**config.mk**
```make
export PLATFORM = sky130hd
export DESIGN_NAME = msk_frame_sync
export DESIGN_NICKNAME = d
export VERILOG_FILES = /design/src/rtl/msk_frame_pkg.sv /design/src/rtl/msk_byte_fifo.sv /design/src/rtl/msk_frame_sync.sv
export SDC_FILE = /design/constraint.sdc
export NUM_CORES = 1
export LEC_CHECK = 0
export CAP_MARGIN = 20
export CELL_PAD_IN_SITES_DETAIL_PLACEMENT = 0
export CELL_PAD_IN_SITES_GLOBAL_PLACEMENT = 1
export CORE_ASPECT_RATIO = 1.5
export CORE_UTILIZATION = 28
export DETAILED_ROUTE_END_ITERATION = 12
export PLACE_DENSITY_LB_ADDON = 0.05
export SKIP_LAST_GASP = 1
export SYNTH_ARGS = -nofsm -noshare
export SYNTH_HDL_FRONTEND = slang
export SYNTH_SLANG_ARGS = --single-unit
```
**constraint.sdc**
```tcl
create_clock -name clk -period 6.3 [get_ports clk]
set_input_delay 0.945 -clock clk [delete_from_list [all_inputs] [get_ports clk]]
set_output_delay 0.945 -clock clk [all_outputs]
set_load 0.03 [all_outputs]
```
**src/rtl/msk_frame_pkg.sv**
```systemverilog
// MSK frame sync shared types and helpers.
// Sync-word defaults, FSM states and a width-bounded popcount.
package msk_frame_pkg;

  typedef enum logic {
    SEARCH  = 1'b0,
    PAYLOAD = 1'b1
  } state_t;

  localparam int          DEF_SYNC_W    = 32;
  localparam logic [31:0] DEF_SYNC_WORD = 32'h1ACF_FC1D;
  localparam int          ERR_W         = $clog2(DEF_SYNC_W + 1);
  localparam int          POP_W         = 7;

  // Counts set bits in v[w-1:0]; supports words up to 64 bits.
  function automatic logic [POP_W-1:0] popcount(
    input logic [63:0] v,
    input int          w
  );
    logic [POP_W-1:0] n;
    n = '0;
    for (int i = 0; i < 64; i++) begin
      if (i < w) n = n + POP_W'(v[i]);
    end
    return n;
  endfunction

endpackage

```
**src/rtl/msk_byte_fifo.sv**
```systemverilog
// Two-entry byte+last FIFO between the frame packer and the stream port.
// A push into a full FIFO with no pop in the same cycle is dropped.
module msk_byte_fifo (
  input  logic       clk,
  input  logic       reset,
  input  logic       push_i,
  input  logic [8:0] data_i,
  input  logic       pop_i,
  output logic [8:0] data_o,
  output logic       empty_o,
  output logic       ovf_o
);

  logic [8:0] mem_q [2];
  logic       wr_q, wr_d;
  logic       rd_q, rd_d;
  logic [1:0] cnt_q, cnt_d;
  logic       full;
  logic       do_pop;
  logic       do_push;

  assign full    = (cnt_q == 2'd2);
  assign empty_o = (cnt_q == 2'd0);
  assign data_o  = mem_q[rd_q];
  assign do_pop  = pop_i && !empty_o;
  assign do_push = push_i && (!full || do_pop);
  assign ovf_o   = push_i && full && !do_pop;

  always_comb begin
    wr_d  = wr_q;
    rd_d  = rd_q;
    cnt_d = cnt_q;
    if (do_push) wr_d = ~wr_q;
    if (do_pop)  rd_d = ~rd_q;
    unique case ({do_push, do_pop})
      2'b10:   cnt_d = cnt_q + 2'd1;
      2'b01:   cnt_d = cnt_q - 2'd1;
      default: cnt_d = cnt_q;
    endcase
  end

  always_ff @(posedge clk) begin
    if (reset) begin
      mem_q[0] <= '0;
      mem_q[1] <= '0;
      wr_q     <= 1'b0;
      rd_q     <= 1'b0;
      cnt_q    <= 2'd0;
    end else begin
      if (do_push) mem_q[wr_q] <= data_i;
      wr_q  <= wr_d;
      rd_q  <= rd_d;
      cnt_q <= cnt_d;
    end
  end

endmodule

```
**src/rtl/msk_frame_sync.sv**
```systemverilog
// Sync-word hunter and payload byte packer for the MSK hard-bit stream.
// Resolves polarity from a true or inverted sync match.
module msk_frame_sync
  import msk_frame_pkg::*;
#(
  parameter int                SYNC_W      = DEF_SYNC_W,
  parameter logic [SYNC_W-1:0] SYNC_WORD   = DEF_SYNC_WORD,
  parameter int                MAX_ERR     = 2,
  parameter int                FRAME_BYTES = 64
) (
  input  logic                         clk,
  input  logic                         reset,
  input  logic                         data_i,
  input  logic                         data_valid_i,
  output logic [7:0]                   byte_o,
  output logic                         byte_last_o,
  output logic                         byte_valid_o,
  input  logic                         byte_ready_i,
  output logic                         sync_det_o,
  output logic                         locked_o,
  output logic                         invert_o,
  output logic [$clog2(SYNC_W+1)-1:0]  sync_errs_o,
  output logic                         overflow_o
);

  localparam int EW = $clog2(SYNC_W + 1);
  localparam int BW = (FRAME_BYTES > 1) ? $clog2(FRAME_BYTES) : 1;
  localparam logic [EW-1:0]    FILL_MAX = EW'(SYNC_W);
  localparam logic [BW-1:0]    LAST_IDX = BW'(FRAME_BYTES - 1);
  localparam logic [POP_W-1:0] MAX_E    = POP_W'(MAX_ERR);

  state_t            state_q, state_d;
  logic [SYNC_W-2:0] sr_q, sr_d;
  logic [EW-1:0]     fill_q, fill_d;
  logic [6:0]        acc_q, acc_d;
  logic [2:0]        bit_cnt_q, bit_cnt_d;
  logic [BW-1:0]     byte_cnt_q, byte_cnt_d;
  logic              invert_q, invert_d;
  logic [EW-1:0]     errs_q, errs_d;
  logic              det_q, det_d;
  logic              ovf_q, ovf_d;

  logic [SYNC_W-1:0] sr_next;
  logic [POP_W-1:0]  errs_n;
  logic [POP_W-1:0]  errs_i;
  logic              match_en;
  logic              pbit;
  logic              is_last;
  logic              push;
  logic [8:0]        push_data;
  logic [8:0]        fifo_data;
  logic              fifo_empty;
  logic              fifo_ovf;

  assign sr_next  = {sr_q, data_i};
  assign errs_n   = popcount(64'(sr_next ^ SYNC_WORD), SYNC_W);
  assign errs_i   = popcount(64'(sr_next ^ ~SYNC_WORD), SYNC_W);
  assign match_en = (fill_q >= FILL_MAX - 1'b1);
  assign pbit     = data_i ^ invert_q;
  assign is_last  = (byte_cnt_q == LAST_IDX);

  always_comb begin
    state_d    = state_q;
    sr_d       = sr_q;
    fill_d     = fill_q;
    acc_d      = acc_q;
    bit_cnt_d  = bit_cnt_q;
    byte_cnt_d = byte_cnt_q;
    invert_d   = invert_q;
    errs_d     = errs_q;
    det_d      = 1'b0;
    ovf_d      = ovf_q | fifo_ovf;
    push       = 1'b0;
    push_data  = '0;
    if (data_valid_i) begin
      sr_d = sr_next[SYNC_W-2:0];
      if (fill_q != FILL_MAX) fill_d = fill_q + 1'b1;
      unique case (state_q)
        SEARCH: begin
          if (match_en && (errs_n <= MAX_E || errs_i <= MAX_E)) begin
            state_d    = PAYLOAD;
            det_d      = 1'b1;
            bit_cnt_d  = '0;
            byte_cnt_d = '0;
            // Normal polarity takes priority when both match.
            invert_d   = !(errs_n <= MAX_E);
            errs_d     = (errs_n <= MAX_E) ? errs_n[EW-1:0]
                                           : errs_i[EW-1:0];
          end
        end
        PAYLOAD: begin
          acc_d     = {acc_q[5:0], pbit};
          bit_cnt_d = bit_cnt_q + 3'd1;
          if (bit_cnt_q == 3'd7) begin
            push      = 1'b1;
            push_data = {is_last, acc_q, pbit};
            if (is_last) begin
              state_d    = SEARCH;
              fill_d     = '0;
              byte_cnt_d = '0;
            end else begin
              byte_cnt_d = byte_cnt_q + 1'b1;
            end
          end
        end
        default: state_d = SEARCH;
      endcase
    end
  end

  always_ff @(posedge clk) begin
    if (reset) begin
      state_q    <= SEARCH;
      sr_q       <= '0;
      fill_q     <= '0;
      acc_q      <= '0;
      bit_cnt_q  <= '0;
      byte_cnt_q <= '0;
      invert_q   <= 1'b0;
      errs_q     <= '0;
      det_q      <= 1'b0;
      ovf_q      <= 1'b0;
    end else begin
      state_q    <= state_d;
      sr_q       <= sr_d;
      fill_q     <= fill_d;
      acc_q      <= acc_d;
      bit_cnt_q  <= bit_cnt_d;
      byte_cnt_q <= byte_cnt_d;
      invert_q   <= invert_d;
      errs_q     <= errs_d;
      det_q      <= det_d;
      ovf_q      <= ovf_d;
    end
  end

  msk_byte_fifo u_fifo (
    .clk     (clk),
    .reset   (reset),
    .push_i  (push),
    .data_i  (push_data),
    .pop_i   (byte_ready_i),
    .data_o  (fifo_data),
    .empty_o (fifo_empty),
    .ovf_o   (fifo_ovf)
  );

  assign byte_o       = fifo_data[7:0];
  assign byte_last_o  = fifo_data[8];
  assign byte_valid_o = !fifo_empty;
  assign sync_det_o   = det_q;
  assign locked_o     = (state_q == PAYLOAD);
  assign invert_o     = invert_q;
  assign sync_errs_o  = errs_q;
  assign overflow_o   = ovf_q;

endmodule

```
==> summary.txt <==
Logic synthesis
  • Sequential-to-total area share from yosys stat: 37.8%
  • Post-Syn Nets: 561
  • Post-synth top area cell: dfxtp_1
  • Yosys Warn Count: 0
  • Synth top area share: 27.1%
  • Yosys reg bits: 86
  • Post-synth EDFFs: 18
  • Top cells by area, synth: dfxtp_1 (27%), fa_1 (18%), edfxtp_1 (11%), mux2i_1 (6.6%), inv_1 (6.1%)
  • Top_reg_cell synth: dfxtp_1
  • Post-Syn Instances: 490
  • Ys async rst share: 0%
  • Mapped Area: 5020 µm²
  • Cell variety after synth: 48
  • Synth Area per Inst: 10.3 µm²

Power
  • P_int: 0.950 mW
  • Leakage: 2.31 nW
  • Total Power: 1.29 mW
  • VDD IR max: 0.000108 V
  • Combinational share of power: 15.0%
  • P_sw: 0.343 mW
  • Register share of total power: 44.4%
  • Switching part of the total: 26.5%
  • Clock Power Share: 40.6%
  • PD cells: 222 nW/µm²

Setup path
  • CP Launch Type: input port
  • Setup crit end kind: flop
  • Crit path max fanout: 4
  • Crit Path Category: input port to flop
  • Required time of the critical path: 6.49 ns
  • Critical Path AT: 6.22 ns

GRT
  • Grt total ovfl: 0
  • Routing usage on met1: 12.8%
  • Most Used Layer, Global Route: met2
  • Grt met3 use: 2.08%
  • First-pass GRT wire length: 18800 µm
  • Number of global-route vias before repair: 3542
  • Largest net degree at the start of global routing: 72
  • Initial antenna violation count: 0
  • Global Route Usage Sum: 13.5%
  • Grt met2 use: 28.4%

Clocking
  • Clock latency at the later pin of the worst-skew pair: 0.35 ns
  • Total CTS buffers: 9
  • Cts hold-fix bufs: 0
  • Htree depth: 3
  • CTS max path bufs: 2
  • Clk slew on worst S/H paths: 0.07 ns
  • Setup bufs post-CTS: 0
  • CTS tree: built
  • Clock Root Buffer: clkbuf_16
  • Resized cells post-CTS: 0
  • Clock tree sinks: 86

STA
  • Worst-Margin Slew: 0.798 ns
  • Crit path time final: 6.02 ns
  • Slew HR: 46.4%
  • RSZ-0062 raised after global routing: yes
  • Max Clock Skew: 0.0126 ns
  • Hold Fails Final Rpt: 0
  • Final TNS setup: 0 ns
  • Final hold slack: 0.463 ns
  • FMAX: 166 MHz
  • Final period utilization: 95.6%
  • Final-report setup violation count: 0
  • Final Max Slew Viols: 0

Die
  • Die height: 166 µm
  • Ports: 25
  • Die ar.: 18500 µm²
  • FP Rows: 59
  • Die width: 111 µm
  • Total core area: 17400 µm²
  • Initial Util: 28.8%

Finish
  • Layout cell share with drive strength beyond 1: 8.64%
  • Ant. Diodes: 0
  • Layout area overhead: 15.7%
  • Register area: 1900 µm²
  • # nets final: 587
  • Fillers: 1824
  • Area of the multi-input gates: 2740 µm²
  • Final non-filler cell total: 734

Min path
  • Hold Crit Class: flop to flop

Placement
  • GP Congestion: 0.794
  • Post-DP HPWL: 9040 µm
  • Port Buffers: 24
  • Placed cell count: 716

Drt
  • Vias: 3304
  • ANT nets after route: 0
  • DR iter-0 viols: 74
  • First drt pass iteration count: 8
  • Routed WL per cell: 15.8 µm
  • Via/cell ratio: 4.50
  • Drt drc: 6
  • Final WL: 11600 µm

Status
  • Violated checks: DRC
  • Outcome: finished, violations left

Flow run
  • # Max-Cap Violations: 0
==> synthesized netlist by cell type, drive strengths merged, types with 3 or more instances <==
| library cell | count |
|---|---|
| nor4 | 3 |
| nand2 | 28 |
| inv | 82 |
| fa | 46 |
| o211ai | 4 |
| or2 | 3 |
| nor2 | 46 |
| edfxtp | 18 |
| ha | 20 |
| dfxtp | 68 |
| mux2i | 33 |
| nand3 | 13 |
| buf | 10 |
| a21oi | 17 |
| nand2b | 3 |
| xnor2 | 4 |
| xor2 | 3 |
| mux2 | 9 |
| a31oi | 7 |
| o21ai | 8 |
| or3 | 3 |
| and3 | 5 |
| nor3 | 3 |
| clkbuf | 8 |
| nor3b | 5 |
| and2 | 18 |
==> cell type report <==
cell class,count,share of cell area (%)
Clock buffer,12,4.43
Sequential cell,86,32.7
Clock inverter,4,0.517
Timing Repair Buffer,33,5.34
Inverter,82,5.29
Multi-Input combinational cell,304,47.1
Tap cell,213,4.58
==> per-layer routing <==
layer / part of all wire (%) / wire, µm
met2: 60 / 6990
met3: 1.9 / 215
met5: 0 / 0
met1: 36 / 4210
met4: 1.4 / 157
==> metrics by stage <==
stage | setup slack [ns] | util (%) | instance area, µm²
global route | -0.0308 | 33.4 | 5810
finish | 0.276 | 33.4 | 5810
global placement | -0.127 | 31.6 | 5500
CTS | 0.153 | 33.2 | 5790
floorplan | 0.598 | - | 5020
detailed placement | -0.200 | 31.6 | 5500
==> power by group through the flow <==
stage / Clock [mW] / Combinational [mW] / Sequential (mW)
finish: 0.525 / 0.194 / 0.573
global route: 0.566 / 0.221 / 0.574
CTS: 0.546 / 0.187 / 0.574
detailed placement: 0 / 0.185 / 0.586
global placement: 0 / 0.185 / 0.586
floorplan: 0 / 0.141 / 0.584
==> path summary, 6_finish.rpt <==
path / startpoint / endpoint / slack (ns) / cells past startpoint
max: data_i / byte_cnt_q[2]$_SDFFE_PP0P_ / 0.28 / 19
min reg2reg: sync_errs_o[0]$_SDFFE_PP0P_ / sync_errs_o[0]$_SDFFE_PP0P_ / 0.46 / 2
min: sync_errs_o[0]$_SDFFE_PP0P_ / sync_errs_o[0]$_SDFFE_PP0P_ / 0.46 / 2
max reg2reg: sr_q[20]$_SDFFE_PP0P_ / byte_cnt_q[2]$_SDFFE_PP0P_ / 0.88 / 18
==> flip-flops by register name (all words and copies together) (netlist names), named ones only <==
signal        flops
sr_q             31
u_fifo.mem_q     18
acc_q             7
byte_cnt_q        6
fill_q            6
sync_errs_o       6
bit_cnt_q         3
u_fifo.cnt_q      2
invert_o          1
locked_o          1
overflow_o        1
sync_det_o        1
u_fifo.rd_q       1
u_fifo.wr_q       1
==> critical path, stage by stage <==
cell,delay [ns]
clkdlybuf4s50_1,0.48
inv_1,0.07
fa_1,0.53
inv_1,0.05
fa_1,0.47
fa_1,0.52
inv_1,0.05
fa_1,0.46
fa_1,0.51
fa_1,0.40
inv_1,0.06
ha_1,0.15
inv_1,0.05
fa_1,0.50
inv_1,0.07
a221oi_4,0.31
a32oi_4,0.11
o21ai_1,0.31
a311oi_1,0.14
==> cells by family after synthesis <==
group                      synth area share (%)
xor gates and xnor gates                   1.22
adders and majority gates                  23.3
DFF                                        37.8
buffers and inverters                      7.64
and+or+nand+nor                            14.3
muxes                                      8.59
AOI/OAI and AO/OA                          7.07
==> cells in the final DEF, fill, tap and decap left out, drive strengths merged, types with 4 or more instances in the layout <==
cell            n
a31oi           7
mux2i          33
mux2            9
o211ai          4
xnor2           4
and2           18
edfxtp         18
a21oi          17
buf            11
fa             46
clkdlybuf4s50  22
nand3          13
and3            5
nand2          28
ha             20
nor2           46
o21ai           8
nor3b           5
inv            83
dfxtp          68
clkbuf         12
No activity file was read; power rests on OpenSTA's default activity.
